$ cat config.mk
export PLATFORM = sky130hd
export DESIGN_NAME = uart_rx
export DESIGN_NICKNAME = d
export VERILOG_FILES = /design/src/rtl/uart_rx.sv
export SDC_FILE = /design/constraint.sdc
export NUM_CORES = 1
export LEC_CHECK = 0
export BUFFER_PORTS_ARGS = -buffer_cell sky130_fd_sc_hd__buf_2
export CAP_MARGIN = 20
export CORE_ASPECT_RATIO = 0.8
export CORE_MARGIN = 3
export CORE_UTILIZATION = 48
export CTS_BUF_LIST = sky130_fd_sc_hd__clkbuf_8
export DETAILED_ROUTE_END_ITERATION = 12
export PLACE_DENSITY = 0.73
export SLEW_MARGIN = 20
export SYNTH_ARGS = -nofsm -noshare
export SYNTH_HDL_FRONTEND = slang
export SYNTH_SLANG_ARGS = --single-unit
$ cat constraint.sdc
create_clock -name clk -period 3 [get_ports clk]
set_input_delay 0.15 -clock clk [delete_from_list [all_inputs] [get_ports clk]]
set_output_delay 0.15 -clock clk [all_outputs]
set_load 0.005 [all_outputs]
$ cat src/rtl/uart_rx.sv
// UART receiver, 8N1, LSB first, idle-high line. Two-flop synchroniser, start-edge detect,
// 3-sample majority vote around mid-bit, one-cycle rx_done_o / frame_err_o strobes.
module uart_rx #(
  parameter int unsigned CLK_FREQ  = 50_000_000,
  parameter int unsigned BAUD_RATE = 9600
) (
  input  logic       clk,
  input  logic       rst_n,
  input  logic       rx_i,
  output logic [7:0] data_o,
  output logic       rx_done_o,
  output logic       frame_err_o,
  output logic       rx_busy_o
);

  localparam int unsigned BIT_MAX = CLK_FREQ / BAUD_RATE - 1;
  localparam int unsigned HALF    = BIT_MAX / 2;
  localparam int unsigned CntW    = $clog2(BIT_MAX + 1);

  localparam logic [CntW-1:0] CntBitMax = CntW'(BIT_MAX);
  localparam logic [CntW-1:0] CntSamp0  = CntW'(HALF - 1);
  localparam logic [CntW-1:0] CntSamp1  = CntW'(HALF);
  localparam logic [CntW-1:0] CntVote   = CntW'(HALF + 1);

  typedef enum logic [2:0] {
    StIdle, StStart, StData, StStop, StDone, StWaitIdle
  } state_e;

  state_e            state_q, state_d;
  logic              sync_q, rx_s_q, rx_d_q;
  logic              samp0_q, samp0_d, samp1_q, samp1_d;
  logic [CntW-1:0]   cnt_q, cnt_d;
  logic [2:0]        bit_idx_q, bit_idx_d;
  logic [7:0]        shift_q, shift_d;
  logic [7:0]        data_q, data_d;
  logic              done_q, done_d;
  logic              ferr_q, ferr_d;

  logic fall, at_vote, at_end, vote;

  assign fall    = rx_d_q & ~rx_s_q;
  assign at_vote = (cnt_q == CntVote);
  assign at_end  = (cnt_q == CntBitMax);
  // The third sample is taken live from rx_s at the vote point.
  assign vote    = (samp0_q & samp1_q) | (samp0_q & rx_s_q) | (samp1_q & rx_s_q);

  always_ff @(posedge clk or negedge rst_n) begin
    if (!rst_n) begin
      state_q <= StIdle;
    end else begin
      state_q <= state_d;
    end
  end

  always_comb begin
    state_d = state_q;
    case (state_q)
      StIdle:     if (fall) state_d = StStart;
      StStart: begin
        if (at_vote && vote) state_d = StIdle;
        else if (at_end)     state_d = StData;
      end
      StData:     if (at_end && (bit_idx_q == 3'd7)) state_d = StStop;
      StStop:     if (at_vote) state_d = vote ? StDone : StWaitIdle;
      StDone:     state_d = StIdle;
      StWaitIdle: if (rx_s_q) state_d = StIdle;
      default:    state_d = StIdle;
    endcase
  end

  always_comb begin
    cnt_d     = '0;
    bit_idx_d = bit_idx_q;
    shift_d   = shift_q;
    data_d    = data_q;
    done_d    = 1'b0;
    ferr_d    = 1'b0;
    samp0_d   = (cnt_q == CntSamp0) ? rx_s_q : samp0_q;
    samp1_d   = (cnt_q == CntSamp1) ? rx_s_q : samp1_q;
    rx_busy_o = (state_q != StIdle);
    case (state_q)
      StIdle: bit_idx_d = '0;
      StStart: cnt_d = at_end ? '0 : cnt_q + 1'b1;
      StData: begin
        cnt_d = at_end ? '0 : cnt_q + 1'b1;
        if (at_vote) shift_d[bit_idx_q] = vote;
        if (at_end && (bit_idx_q != 3'd7)) bit_idx_d = bit_idx_q + 3'd1;
      end
      StStop: begin
        cnt_d = at_end ? '0 : cnt_q + 1'b1;
        if (at_vote && !vote) ferr_d = 1'b1;
      end
      StDone: begin
        data_d = shift_q;
        done_d = 1'b1;
      end
      default: ;
    endcase
  end

  always_ff @(posedge clk or negedge rst_n) begin
    if (!rst_n) begin
      sync_q    <= 1'b1;
      rx_s_q    <= 1'b1;
      rx_d_q    <= 1'b1;
      samp0_q   <= 1'b1;
      samp1_q   <= 1'b1;
      cnt_q     <= '0;
      bit_idx_q <= '0;
      shift_q   <= '0;
      data_q    <= '0;
      done_q    <= 1'b0;
      ferr_q    <= 1'b0;
    end else begin
      sync_q    <= rx_i;
      rx_s_q    <= sync_q;
      rx_d_q    <= rx_s_q;
      samp0_q   <= samp0_d;
      samp1_q   <= samp1_d;
      cnt_q     <= cnt_d;
      bit_idx_q <= bit_idx_d;
      shift_q   <= shift_d;
      data_q    <= data_d;
      done_q    <= done_d;
      ferr_q    <= ferr_d;
    end
  end

  assign data_o      = data_q;
  assign rx_done_o   = done_q;
  assign frame_err_o = ferr_q;

endmodule

==> summary.txt <==
crit-path cells: ha_1, and4_2, nand2_1, nor4_2, a21oi_1, mux2_2
GPL Wtd Cong: 0.9282
Initial Util: 51.80%
Detail Route Antenna Nets: 0
delay-heaviest family, CP: simple AND/OR/NAND/NOR gates
core area: 3954 um^2
pwr dens: 548.9 nW/um^2
CTS sink cnt: 42
RSZ-0062 raised after global routing: no
H-tree Lvls: 2
top-area cell type share of the netlist area: 45.20%
Max-slew headroom: 41.31%
Period minus WS final: 2.003 ns
Fin. Hold Viols: 37
Post-CTS Setup Repair Bufs: 0
Post-route DRC: 0
metal3 WL: 183 um
Synthesized Nets: 195
Vias: 1429
first-pass GRT wire length: 6486 um
Routed WL: 3562 um
Slowest cell on crit path: dfrtp_1
largest area contributor in the netlist: dfrtp_1
I/O pins: 14
Critical Path End Type: flip-flop
Peak Freq: 0.4992 GHz
share of cells above drive strength 1: 22.00%
Mapped Area: 2048 um^2
CTS resizes: 0
Critical Path RT: 3.19 ns
GRT Residual Overflow: 0
Pins Over Slew Limit: 0
final-stage net count: 207
initial antenna violation count: 0
Die Area: 5092 um^2
slew of the pin with the lowest slew margin: 0.8803 ns
Post-Synthesis Cells: 187
asr flop ratio synth: 100.0%
Die W: 79.04 um
final setup vio count: 0
Worst Path Arrival: 2.19 ns
max-cap viol count: 0
synthesis-to-layout area growth: 8.308%
die height: 64.43 um
DP HPWL: 2525 um
drt initial violations: 129
Area contributors post-synth: dfrtp_1 45%, dfstp_2 6.4%, mux2_2 6.0%
final core utilization: 56.11%
WL/cell: 13.97 um
Startpoint Class: flip-flop
setup TNS: 0 ns
CTS tree: done
Worst-path clk slew: 0.07 ns
Fill cells: 369
Yosys warning count: 0
Max VDD drop: 0.3585 mV
hold slack: -0.03401 ns
vias per inst: 5.604
Antenna diodes: 0
Max clock buf depth: 2
biggest cell delay along the critical path: 0.43 ns
Crit Path Class: reg2reg
synth unique cells: 46
status: complete, but fails checks
Crit Path Max Fanout: 7
All-Layer GR Usage: 16.59%
FP Rows: 20
Worst Hold Class: in2async
WL met1: 1828 um
DRT Pass-1 Iters: 4
PortBufs: 13
Num CTS Buffers: 5
number of synthesized flops with an enable pin: 0
largest net degree at the start of global routing: 43
Mean Syn Cell Area: 10.95 um^2
CTS Root Cell: clkbuf_8
WP buf/inv: 0
failing checks: negative hold slack
Worst-Skew Late Latency: 0.30 ns
Clock Skew: 0.005594 ns
final cycle utilization of the critical path: 66.77%
sequential-to-total area share from yosys stat: 51.62%
synthesized flop and latch total: 42
Met2 Wirelength: 1475 um
vias in the first global route: 1389
top routing layer in use: met4
Lkg Pwr: 1.012 nW
dominant synthesized flop cell: dfrtp_1
## worst reg2reg max path: cells and delay by family (launching register included)
family | cells | cell delay [ns]
AO/OA/AOI/OAI | 1 | 0.14
flip-flops | 1 | 0.43
adder cells (fa/ha/maj) | 1 | 0.35
multiplexers | 1 | 0.29
AND/OR/NAND/NOR | 3 | 0.67
## power breakdown
group	switching [W]	internal, W	total (W)
registers	0.0000720	0.000606	0.000678
logic	0.000116	0.0000797	0.000196
clock network	0.000186	0.000158	0.000344
total	0.000374	0.000843	0.00122
## final timing paths
path	slack [ns]	to	cells after the start	start
worst max-delay path	1.0	bit_idx_q[0]$_DFFE_PN0P_	6	cnt_q[1]$_DFF_PN0_
worst min-delay path	-0.03	cnt_q[11]$_DFF_PN0_	1	rst_n
worst max register to register	1.0	bit_idx_q[0]$_DFFE_PN0P_	6	cnt_q[1]$_DFF_PN0_
worst min register to register	0.36	rx_s_q$_DFF_PN1_	0	sync_q$_DFF_PN1_
max in group asynchronous	2.48	data_o[1]$_DFFE_PN0P_	1	rst_n
min in group clk	0.36	rx_s_q$_DFF_PN1_	0	sync_q$_DFF_PN1_
## registers in the layout, summed over array words and instances (netlist names)
register	count
state_q	3
rx_s_q	1
shift_q	8
data_o	8
cnt_q	13
rx_done_o	1
samp1_q	1
bit_idx_q	3
frame_err_o	1
sync_q	1
rx_d_q	1
samp0_q	1
## final cells by class
cell class                 count  area (um^2)  share of cell area, %
clock buffer                   5        68.82                  3.102
clock inverter                 3        13.76                 0.6204
inverter                       7        26.28                  1.184
multi-input combinational    129        908.4                  40.95
sequential                    42         1057                  47.66
tap                           55        68.82                  3.102
timing repair buffer          14        75.07                  3.384
## cells by family after synthesis
family	share of synthesized area, %
muxes	6.048
buffers and inverters	4.031
DFF	51.62
xor gates and xnor gates	4.704
adders and majority gates	3.054
AOI/OAI and AO/OA	10.14
and+or+nand+nor	20.40
## per-layer routing
layer,GRT usage (%),vias up
met5,0,-
met4,9.013,0
met3,3.750,12
met2,23.00,39
met1,23.96,687
li1,-,691
## through the flow
stage / instance area, um^2 / setup WS, ns / total power, W / hold WS (ns) / instances
2_1_floorplan: 2048 / 1.160 / 0.0008271 / -0.1456 / 187
3_5_place_dp: 2126 / 0.9892 / 0.0008827 / 0.2573 / 246
3_3_place_gp: 2126 / 1.058 / 0.0008727 / 0.2567 / 246
6_report: 2218 / 0.9969 / 0.001218 / -0.03401 / 255
4_1_cts: 2218 / 0.9742 / 0.001230 / 0.007915 / 255
5_1_grt: 2218 / 0.8073 / 0.001297 / 0.04784 / 255
## cells in the final DEF (no fill, tap or decap), types with 7 or more instances in the layout
master	Yosys	final
nand3_1	7	7
o21ai_0	13	13
mux2_2	11	11
inv_1	6	7
nand2_1	8	8
buf_2	2	13
dfrtp_1	37	37
o31ai_1	8	8
xor2_1	7	7
nor2_1	20	20
## repair_timing
action	in CTS	in global routing
endpoints found under the hold margin	1	0
endpoints found under the setup margin	0	0
hold buffers	1	0
## cells in the mapped netlist (all sizes together), types with 3 or more instances
| cell | n |
|---|---|
| buf | 5 |
| clkbuf | 4 |
| dfrtp | 37 |
| dfstp | 5 |
| ha | 5 |
| inv | 6 |
| mux2 | 11 |
| nand2 | 8 |
| nand3 | 7 |
| nand4 | 7 |
| nor2 | 20 |
| nor2b | 3 |
| nor3 | 6 |
| o21ai | 14 |
| o31ai | 8 |
| or3 | 4 |
| xnor2 | 4 |
| xor2 | 7 |
(Power assumes the default switching activity.)
